==> config.mk <==
export PLATFORM = sky130hd
export DESIGN_NAME = rr_arbiter4
export DESIGN_NICKNAME = d
export VERILOG_FILES = /design/src/rtl/rr_arbiter4.sv
export SDC_FILE = /design/constraint.sdc
export NUM_CORES = 1
export LEC_CHECK = 0
export CAP_MARGIN = 20
export CORE_MARGIN = 8
export CORE_UTILIZATION = 35
export CTS_CLUSTER_DIAMETER = 100
export DETAILED_ROUTE_END_ITERATION = 6
export MAX_ROUTING_LAYER = met4
export SLEW_MARGIN = 20
export SYNTH_ARGS = -nofsm -noshare
export SYNTH_HDL_FRONTEND = slang
export SYNTH_SLANG_ARGS = --single-unit
==> constraint.sdc <==
create_clock -name clk -period 2.7 [get_ports clk]
set_clock_uncertainty 0.05 [all_clocks]
set_input_delay 0.54 -clock clk [delete_from_list [all_inputs] [get_ports clk]]
set_output_delay 0.54 -clock clk [all_outputs]
set_load 0.01 [all_outputs]
==> src/rtl/rr_arbiter4.sv <==
// rr_arbiter4: four-way round-robin arbiter with a hold limit.
// One grant at a time; the owner keeps it until it signals done, drops its
// request, or exceeds MAX_HOLD cycles. Every release is followed by at least
// one idle cycle, and the search pointer moves past the last owner.
module rr_arbiter4 #(
  parameter int unsigned MAX_HOLD = 8
) (
  input  logic       clk,
  input  logic       rst_n,
  input  logic [3:0] req,
  input  logic       done,
  output logic [3:0] gnt,
  output logic [1:0] gnt_id,
  output logic       gnt_valid,
  output logic       timeout
);

  localparam int unsigned HW = (MAX_HOLD > 1) ? $clog2(MAX_HOLD) : 1;
  localparam logic [HW-1:0] HOLD_LAST = HW'(MAX_HOLD - 1);

  typedef enum logic {
    IDLE = 1'b0,
    BUSY = 1'b1
  } state_t;

  state_t        state_q, state_d;
  logic [1:0]    ptr_q, ptr_d;
  logic [HW-1:0] hold_cnt_q, hold_cnt_d;
  logic [3:0]    gnt_q, gnt_d;
  logic [1:0]    gnt_id_q, gnt_id_d;
  logic          gnt_valid_q, gnt_valid_d;
  logic          timeout_q, timeout_d;

  logic [3:0]    req_rot;
  logic [1:0]    enc;
  logic [1:0]    winner;
  logic          any_req;
  logic          at_limit;
  logic          owner_req;
  logic          release_now;

  // Cyclic search from ptr: rotate so ptr lands at bit 0, take the lowest
  // set bit, then shift the index back by ptr (2-bit add wraps mod 4).
  always_comb begin
    case (ptr_q)
      2'd0:    req_rot = req;
      2'd1:    req_rot = {req[0],   req[3:1]};
      2'd2:    req_rot = {req[1:0], req[3:2]};
      default: req_rot = {req[2:0], req[3]};
    endcase
    enc = 2'd0;
    if (req_rot[0])      enc = 2'd0;
    else if (req_rot[1]) enc = 2'd1;
    else if (req_rot[2]) enc = 2'd2;
    else if (req_rot[3]) enc = 2'd3;
    any_req = |req;
    winner  = enc + ptr_q;
  end

  // Release conditions for the current owner.
  always_comb begin
    at_limit    = (hold_cnt_q == HOLD_LAST);
    owner_req   = req[gnt_id_q];
    release_now = done || !owner_req || at_limit;
  end

  // Next-state and registered-output logic.
  always_comb begin
    state_d     = state_q;
    ptr_d       = ptr_q;
    hold_cnt_d  = hold_cnt_q;
    gnt_d       = gnt_q;
    gnt_id_d    = gnt_id_q;
    gnt_valid_d = gnt_valid_q;
    timeout_d   = 1'b0;
    case (state_q)
      IDLE: begin
        gnt_d       = '0;
        gnt_valid_d = 1'b0;
        if (any_req) begin
          state_d     = BUSY;
          gnt_d       = 4'b0001 << winner;
          gnt_id_d    = winner;
          gnt_valid_d = 1'b1;
          hold_cnt_d  = '0;
        end
      end
      BUSY: begin
        hold_cnt_d = hold_cnt_q + HW'(1);
        if (release_now) begin
          state_d     = IDLE;
          gnt_d       = '0;
          gnt_valid_d = 1'b0;
          ptr_d       = gnt_id_q + 2'd1;
          // Only a pure hold-limit revocation is reported as a timeout.
          timeout_d   = at_limit && !done && owner_req;
        end
      end
      default: begin
        state_d     = IDLE;
        gnt_d       = '0;
        gnt_valid_d = 1'b0;
      end
    endcase
  end

  // State register with asynchronous active-low reset.
  always_ff @(posedge clk or negedge rst_n) begin
    if (!rst_n) begin
      state_q     <= IDLE;
      ptr_q       <= '0;
      hold_cnt_q  <= '0;
      gnt_q       <= '0;
      gnt_id_q    <= '0;
      gnt_valid_q <= 1'b0;
      timeout_q   <= 1'b0;
    end else begin
      state_q     <= state_d;
      ptr_q       <= ptr_d;
      hold_cnt_q  <= hold_cnt_d;
      gnt_q       <= gnt_d;
      gnt_id_q    <= gnt_id_d;
      gnt_valid_q <= gnt_valid_d;
      timeout_q   <= timeout_d;
    end
  end

  assign gnt       = gnt_q;
  assign gnt_id    = gnt_id_q;
  assign gnt_valid = gnt_valid_q;
  assign timeout   = timeout_q;

endmodule

# After elaboration in Yosys (flattened, before gate mapping)
# Index checks and enable logic that the tools add are counted.
# classes
add_sub_neg,3
order_cmp,1
n_eq_ne,5
shift,1
n_mux,19
bitwise,1
reduce_logical,10
# ops
operator,n
$pmux 4 s3,1
$mux 2,4
$mux 4,2
$pmux 4 s2,1
$mux 1,6
$pmux 3 s2,1
$pmux 1 s2,2
$reduce_and 2->1,2
$reduce_or 4->1,1
$shl 1x2->4 const A,1
$add 3x1->3 const B,1
$eq 3x3->1 const B,1
$lt 2x3->1 const B,1
$mux 3,1
$add 2x1->2 const B,1
$add 2x2->2,1
$bmux 1 s2,1
$eq 2x1->1 const B,1
$eq 2x2->1 const B,1
$logic_and 1x1->1,2
$logic_not 1->1,2
$logic_not 2->1,1
$logic_or 1x1->1,2
$ne 2x1->1 const B,1
other kinds (2),2
# word_totals
register_bits,14
input_bits,7
out_inout_bits,8
word_cells,47

# Depth between registers and ports, before layout
# Gate-level depths: netlist of run 1.
# logic_depth
depth_word,10
ltp_mapped,9
mapped_depth_nobuf,9

# Worst setup path after synthesis of run 1
# No wires, ideal clock.
# synth_path
path_type,input port to flip-flop
from,input port req[2]
to,register gnt_id_q[1] (netlist: gnt_id[1])
setup_ns,0.125
t_arrival_ns,1.935
setup_slack_ns,0.590
stages,7
n_path_buf,1
path_cell_list,buf_6 or4_1 nand3_1 ha_1 xor2_1 xnor2_1 mux2_2
# synth_via
elab_chain_len,6
word_cells_on_any_way,8
classes_between,1 x add/sub; 5 x mux; 2 x reduce/logical
# synth_lines
item,line_no,source
"start, declared",10,"input logic [3:0] req,"
$pmux 4 s3,45,case (ptr_q)
$mux 2,55,else if (req_rot[3]) enc = 2'd3;
$mux 2,54,else if (req_rot[2]) enc = 2'd2;
$mux 2,53,else if (req_rot[1]) enc = 2'd1;
$mux 2,52,if (req_rot[0]) enc = 2'd0;
$add 2x2->2,57,winner = enc + ptr_q;
"end signal, assigned",122,gnt_id_q <= gnt_id_d;
"end, declared",30,"logic [1:0] gnt_id_q, gnt_id_d;"
# Several ways; a longest one is shown, not always the timed one.
# A chain may end at the register's enable or synchronous reset.

# Final worst setup path of run 1
# layout_path
from,input port req[3]
to,register gnt_id_q[1] (netlist: gnt_id[1])
# The elaborated chain is that of the path after synthesis.

==> impl_summary.md, run 1 <==
Clocking
The clock buffer count from CTS is 3. Buffers added to address setup during post-CTS repair amount to 0. In this run the number of H-tree levels came out at 1. Clock tree synthesis selected as its root buffer the cell clkbuf_4. The maximum number of buffers from clock root to sink is 2. The clock input transition at the sequential cells of the worst setup and hold paths is 0.08 ns.

The clock network latency to the later pin of the worst-skew pair is 0.27 ns. The hold buffer count at cts is 0. TritonCTS built the clock tree. After clock tree synthesis, the repair step resized 0 gates. The number of clock sinks is 14.

Floorplan
The vertical die dimension is 63.0 µm. The initial utilization of the core area, before any placement, comes to 35.9%. The core box area is 0.00215 mm². The full die area is 0.00396 mm². The horizontal die dimension is 63.0 µm. The number of rows created at floorplan is 17. Pin placement for this block handled 15 I/O pins.

Global routing
The global-route usage over all layers is 8.80%. The initial antenna violation count came to 0. The sum of overflow across all layers after global routing is 0. Entering global routing, the biggest net connects 15 pins.

The global-route wire length before repair is 2770 µm. The via count of the first global-routing pass came to 615.

STA
For this run, the top clock speed supported by timing is 420 MHz. The final count of pins violating max slew was 0. Setup violations remaining at the end of the flow were counted as 0. The final clock period utilization by the worst path is 88.2%. The tightest slew margin relative to the limit is 60.6%.

The final number of hold-violating endpoints is 0. The clock period could shrink to 2.38 ns. Setup repair after global routing left no endpoint under its margin. Hold is met by 0.433 ns.

The worst path setup slack after routing is 0.318 ns. The transition time of the tightest slew-check pin is 0.590 ns. Setup total negative slack on the finished layout was measured at 0 ns.

Outcome
The flow ran to the end, and the final reports show no timing, DRC or antenna violations.

Flow run
The number of max-cap violations is 0.

Critical path
The worst register-to-register path has a setup slack of 0.57 ns. The worst setup path is launched from an input port. STA puts the critical path data required time at 2.81 ns.

The number of cells on the worst reg-to-reg path is 6. The maximum fanout along the worst path is 5. The critical path data arrival time is 2.49 ns. The worst setup path is of the in2reg kind. The reg-to-reg startpoint is ptr_q[0]$_DFFE_PN0P_. The endpoint of the worst-slack reg-to-reg timing path is gnt_id[1]$_DFFE_PN0P_. The critical path endpoint category is a flop.

Min path
The worst hold path terminates at gnt[0]$_DFFE_PN0P_. Counting instances, the worst hold path has a depth of 2. The startpoint identified for the worst hold timing path is gnt[0]$_DFFE_PN0P_.

The worst min-delay path class is reg2reg.

Synthesis
The flip-flop and latch count after synthesis is 14. The fraction of registers with async set or reset after synthesis is 100%. The biggest area contributor in the post-synthesis netlist is dfrtp_1. The sequential cell area fraction in the yosys report is 45.4%. Synthesis instantiated 31 different standard cells from the library.

The synthesized area is 772 µm². The main flop type after synthesis is dfrtp_1. The area share of the largest cell type after synthesis is 45.4%. Yosys mapped a number of flops with a built-in enable equal to 0.

In the post-synthesis netlist, the biggest area contributors are dfrtp_1 45%, ha_1 4.9%, nor2_1 4.9%, mux4_1 3.4%, buf_6 2.9%. The instance count of the mapped netlist is 76. The net count of the mapped netlist is 86. For this run, the number of Yosys warnings is 0. The mean cell area of the mapped netlist is 10.2 µm².

Route
After detailed routing, the average wire length per cell comes to 13.2 µm. The total routed wirelength is 1600 µm. For this run, the detailed router's first-pass iteration total came to 4.

The number of violations reported at the end of detailed-routing iteration 0 is 11. The total via count after detailed routing is 613. After detailed routing, the number of remaining DRC violations is 0.

The remaining antenna violation count is 0. The detailed-route vias per instance is 5.07.

Place
Once placement completed, the tool counted placed cells totaling 118. Before CTS, the worst setup slack after placement is 0.0624 ns. The placer's final routability congestion estimate is 0.796. The number of buffer cells added on primary ports is 14. The half-perimeter wire length after placement is 1210 µm.

Cells and area
The proportion of layout cells with a drive suffix above 1 is 10.8%. The antenna diode count is 0. In the layout the commonest cells are 14 x dfrtp_1, 14 x clkdlybuf4s50_1, 10 x nor2_1. The post-layout instance count excluding filler cells is 121. Compared with the post-synthesis result, the final layout area differs by 25.4%. The post-layout utilization of the core is 45.1%. After the last flow step, the layout net total stands at 105.

Power and ir drop
The analysis attributes to cell leakage a power of 0.409 nW. In this run the power density over the cells is 1010 mW/mm². The worst-case IR drop observed on VDD is 0.479 mV.
-- critical path, stage by stage --
cell	delay [ns]
clkdlybuf4s50_1	0.52
inv_1	0.09
o311ai_0	0.30
o21ai_0	0.14
nand3_1	0.11
ha_1	0.16
xor2_1	0.18
xnor2_1	0.17
mux2_2	0.30
-- cells by family (layout without fill, tap and decap cells) --
family                     Yosys count  count (layout)  synth area share [%]
DFF                                 14              14                  45.4
adders and majority gates            3               3                  4.86
buffers and inverters                7              24                  5.51
AOI/OAI and AO/OA                   19              19                  18.2
and+or+nand+nor                     28              28                  17.8
muxes                                2               2                  4.86
xor gates and xnor gates             3               3                  3.40
-- cell type report --
type                            count  area (µm²)
Inverter                            3        11.3
Sequential cell                    14         350
Tap cell                           28        35.0
Clock buffer                        3        22.5
Fill cell                         226        1180
Multi-Input combinational cell     55         379
Timing Repair Buffer               18         170
-- worst max path at each step --
stage | startpoint | endpoint | slack, ns | cells past startpoint
global placement | req[1] | gnt_id[1]$_DFFE_PN0P_ | 0.09 | 9
global route | req[3] | gnt[0]$_DFFE_PN0P_ | 0.05 | 9
finish | req[3] | gnt_id[1]$_DFFE_PN0P_ | 0.32 | 9
floorplan | req[2] | gnt_id[1]$_DFFE_PN0P_ | 0.59 | 7
CTS | req[3] | gnt[0]$_DFFE_PN0P_ | 0.32 | 9
detailed placement | req[3] | gnt[0]$_DFFE_PN0P_ | 0.06 | 9
-- registers in the layout, indices dropped and copies added (netlist names) --
name	count
gnt	4
timeout	1
gnt_valid	1
hold_cnt_q	3
state_q	1
ptr_q	2
gnt_id	2
-- Yosys cell counts (2+ instances only) --
cell      number
o21ai_0        4
nor2_1        10
ha_1           3
inv_1          3
dfrtp_1       14
nor3_1         3
o21a_1         2
buf_6          2
a21oi_1        2
o32ai_1        2
nand3_1        2
nand2b_1       3
nand2_1        6
xnor2_1        2
a22o_1         2
-- report_power, final --
group	switching, W	total [W]	internal, W
registers	0.0000958	0.000390	0.000294
logic	0.000224	0.000476	0.000253
clock network	0.0000616	0.000113	0.0000516
total	0.000381	0.000979	0.000598
-- through the flow --
stage	power, W	area [µm²]
floorplan	0.000710	772
global placement	0.000860	946
detailed placement	0.000871	946
CTS	0.000991	968
global route	0.00107	968
finish	0.000979	968
-- layer usage --
metal  wire [µm]  global-route usage, %  part of all wire, %  vias up
met5           0                      -                    0        -
met1         836                   11.6                   52      284
met2         706                   12.3                   44       11
met3          37                   1.43                  2.3        2
li1            -                      -                    -      316
met4          16                   5.13                  1.0        0
No activity file was read; power rests on OpenSTA's default activity.
==> run 2, diff against run 1 <==
--- a/config.mk
+++ b/config.mk
@@ -11,6 +11,7 @@
 export CTS_CLUSTER_DIAMETER = 100
 export DETAILED_ROUTE_END_ITERATION = 6
 export MAX_ROUTING_LAYER = met4
+export SKIP_LAST_GASP = 1
 export SLEW_MARGIN = 20
 export SYNTH_ARGS = -nofsm -noshare
 export SYNTH_HDL_FRONTEND = slang
==> results of run 2 <==
The final DEF is identical to that of run 1; final timing and power are the same.
==> run 3, diff against run 2 <==
--- a/config.mk
+++ b/config.mk
@@ -7,7 +7,7 @@
 export LEC_CHECK = 0
 export CAP_MARGIN = 20
 export CORE_MARGIN = 8
-export CORE_UTILIZATION = 35
+export CORE_UTILIZATION = 28
 export CTS_CLUSTER_DIAMETER = 100
 export DETAILED_ROUTE_END_ITERATION = 6
 export MAX_ROUTING_LAYER = met4
@@ -16,3 +16,4 @@
 export SYNTH_ARGS = -nofsm -noshare
 export SYNTH_HDL_FRONTEND = slang
 export SYNTH_SLANG_ARGS = --single-unit
+export TNS_END_PERCENT = 30
==> impl_summary.md, run 3 (synthesis gave the netlist of run 1 again) <==
Outcome
The run finished with clean final reports.

Route
After the first detailed-routing iteration, the DRC count stood at 12. Dividing the detail-routed via count by the number of cells gives 5.16. The total routed wirelength is 1670 µm.

The remaining design rule violation count is 0. The remaining antenna violation count is 0. The detailed router placed 640 vias in this run. For this run, the detailed router's first-pass iteration total came to 4. The final routed wire length divided by cell count is 13.4 µm.

Critical path
The signal on the critical path passes through clkdlybuf4s50_1, inv_1, o311ai_0, o21ai_0, nand3_1, ha_1, xor2_1, xnor2_1, a32o_1. The worst setup path is launched from an input port. The critical path endpoint category is a flop. The sum of buffers and inverters on the critical path is 2. The maximum fanout along the worst path is 5. The required time at the endpoint of the critical path is 2.82 ns. For this run, the slowest stage of the critical path takes 0.52 ns.

The kind of cell with the highest combined delay along the critical path is compound AO/OA/AOI/OAI gates. The worst setup path is of the in2reg kind. For the worst setup path, the data arrival time is 2.48 ns. For this design, the slowest cell found on the critical path is clkdlybuf4s50_1.

Global routing
The global-route wire length before repair is 2790 µm. The via count of the first global-routing pass is 620. The met1 usage in global routing is 10.7%.

After global routing the overflow that remains totals 0. The maximum number of pins on one net before global-route repair is 15. The initial antenna violation count came to 0.

The global routing met2 resource utilization is 10.9%. Across every metal layer, demand over resource in global routing totals 8.07%. After global routing, the most crowded layer is met2. The routing usage on met3 is 2.26%.

Clocking
The clock reaches the later pin of the worst-skew pair after 0.28 ns. In this run, post-CTS hold repair placed 0 buffers. In this run the number of H-tree levels came out at 1. The CTS tree is built. The tree is rooted in a clkbuf_4. The number of clock sinks is 14.

The longest clock path from root to sink contains 2 buffers. The clock buffer count from CTS is 3. In this run the post-CTS setup repair buffer count came out at 0. The clock input transition at the sequential cells of the worst setup and hold paths is 0.08 ns. The number of resized instances in the post-cts repair step is 0.

Floorplan
15 I/O pins were placed. The horizontal die dimension is 68.5 µm. In this run the standard cell core region covers 0.00269 mm².

Once the floorplan was initialized, standard cells occupied 28.7% of the core. Measured along the y axis, the die boundary spans 68.5 µm. The full die area is 0.00469 mm². The number of rows created at floorplan is 19.

STA
The final clock period utilization by the worst path is 87.3%. Setup violations remaining at the end of the flow were counted as 0. The final number of hold-violating endpoints was 0. Setup repair after global routing left no endpoint under its margin.

The worst hold slack after final layout is 0.433 ns. For the pin with the worst max-slew slack, the measured transition is 0.598 ns. The post-route setup TNS is 0 ns.

The tightest slew margin relative to the limit is 60.0%. The final critical delay including setup and external delays is 2.36 ns. The top achievable clock speed is 424 MHz.

The final count of pins violating max slew is 0.

Cells and area
The proportion of layout cells with a drive suffix above 1 is 10.8%. The area growth from synthesis to layout is 25.9%. The layout filler cell count is 269.

The number of flip-flops under the largest register name is 4. For this run, the post-layout net count is 105. Excluding fillers, the count of instances in the completed layout stands at 124.

The finished cells cover 972 µm². The library cells used most frequently in the layout, excluding fill and tap cells, are 14 x dfrtp_1, 14 x clkdlybuf4s50_1, 10 x nor2_1. The antenna diode count is 0.

Flow run
The number of max-cap violations is 0.

Power and ir drop
The ratio of total power to cell area is 1010 mW/mm². The post-route total power is 0.000985 W. Summed over all cells, the static leakage comes to 0.409 nW. The maximum vdd ir drop is 0.550 mV.

Place
Routability-driven placement finished with a final weighted congestion of 0.750. The instance count after placement with tap cells included is 121. The number of buffer cells added on primary ports is 14. The placed standard-cell area is 950 µm². The half-perimeter wire length after placement is 1300 µm.

Min path
The worst min-delay path class is reg2reg.
run 3: cell counts in the layout (fill, tap and decap cells not counted):
Identical to the previous run, type by type.
run 3: power by group:
group / total (W) / switching [W] / internal [W]
clock: 0.000117 / 0.0000653 / 0.0000518
sequential: 0.000393 / 0.0000988 / 0.000294
combinational: 0.000476 / 0.000224 / 0.000252
run 3: routing by layer:
metal  share of wire [%]  vias to the layer above
met5                   0                        -
met4                 1.7                        0
met3                 5.2                        3
met2                  45                       15
met1                  48                      310
li1                    -                      312
run 3: metrics by stage:
stage	setup slack [ns]	utilization, %
floorplan	0.590	-
global placement	0.123	35.4
detailed placement	0.0492	35.4
CTS	0.343	36.2
global route	0.216	36.2
finish	0.342	36.2
run 3: final cells by class:
| type | count | area, µm² | area share [%] |
|---|---|---|---|
| Tap cell | 31 | 38.8 | 3.99 |
| Sequential cell | 14 | 350 | 36.0 |
| Multi-Input combinational cell | 55 | 379 | 39.0 |
| Timing Repair Buffer | 18 | 170 | 17.5 |
| Inverter | 3 | 11.3 | 1.16 |
| Clock buffer | 3 | 22.5 | 2.32 |
run 3: worst paths after layout:
kind	end	slack (ns)	start	cells after the start
worst max-delay path	gnt[3]$_DFFE_PN0P_	0.34	req[3]	9
worst min-delay path	gnt_valid$_DFFE_PN0P_	0.43	gnt_valid$_DFFE_PN0P_	1
worst max register to register	gnt[3]$_DFFE_PN0P_	0.55	ptr_q[0]$_DFFE_PN0P_	6
worst min register to register	gnt_valid$_DFFE_PN0P_	0.43	gnt_valid$_DFFE_PN0P_	1
max in group asynchronous	hold_cnt_q[1]$_DFFE_PN0P_	1.63	rst_n	1
min in group asynchronous	gnt[2]$_DFFE_PN0P_	0.58	rst_n	1
run 3: worst reg2reg max path, stage by stage (launching register included):
cell,delay (ns)
dfrtp_1,0.52
or4_1,0.56
nand3_1,0.11
ha_1,0.16
xor2_1,0.18
xnor2_1,0.16
a32o_1,0.30
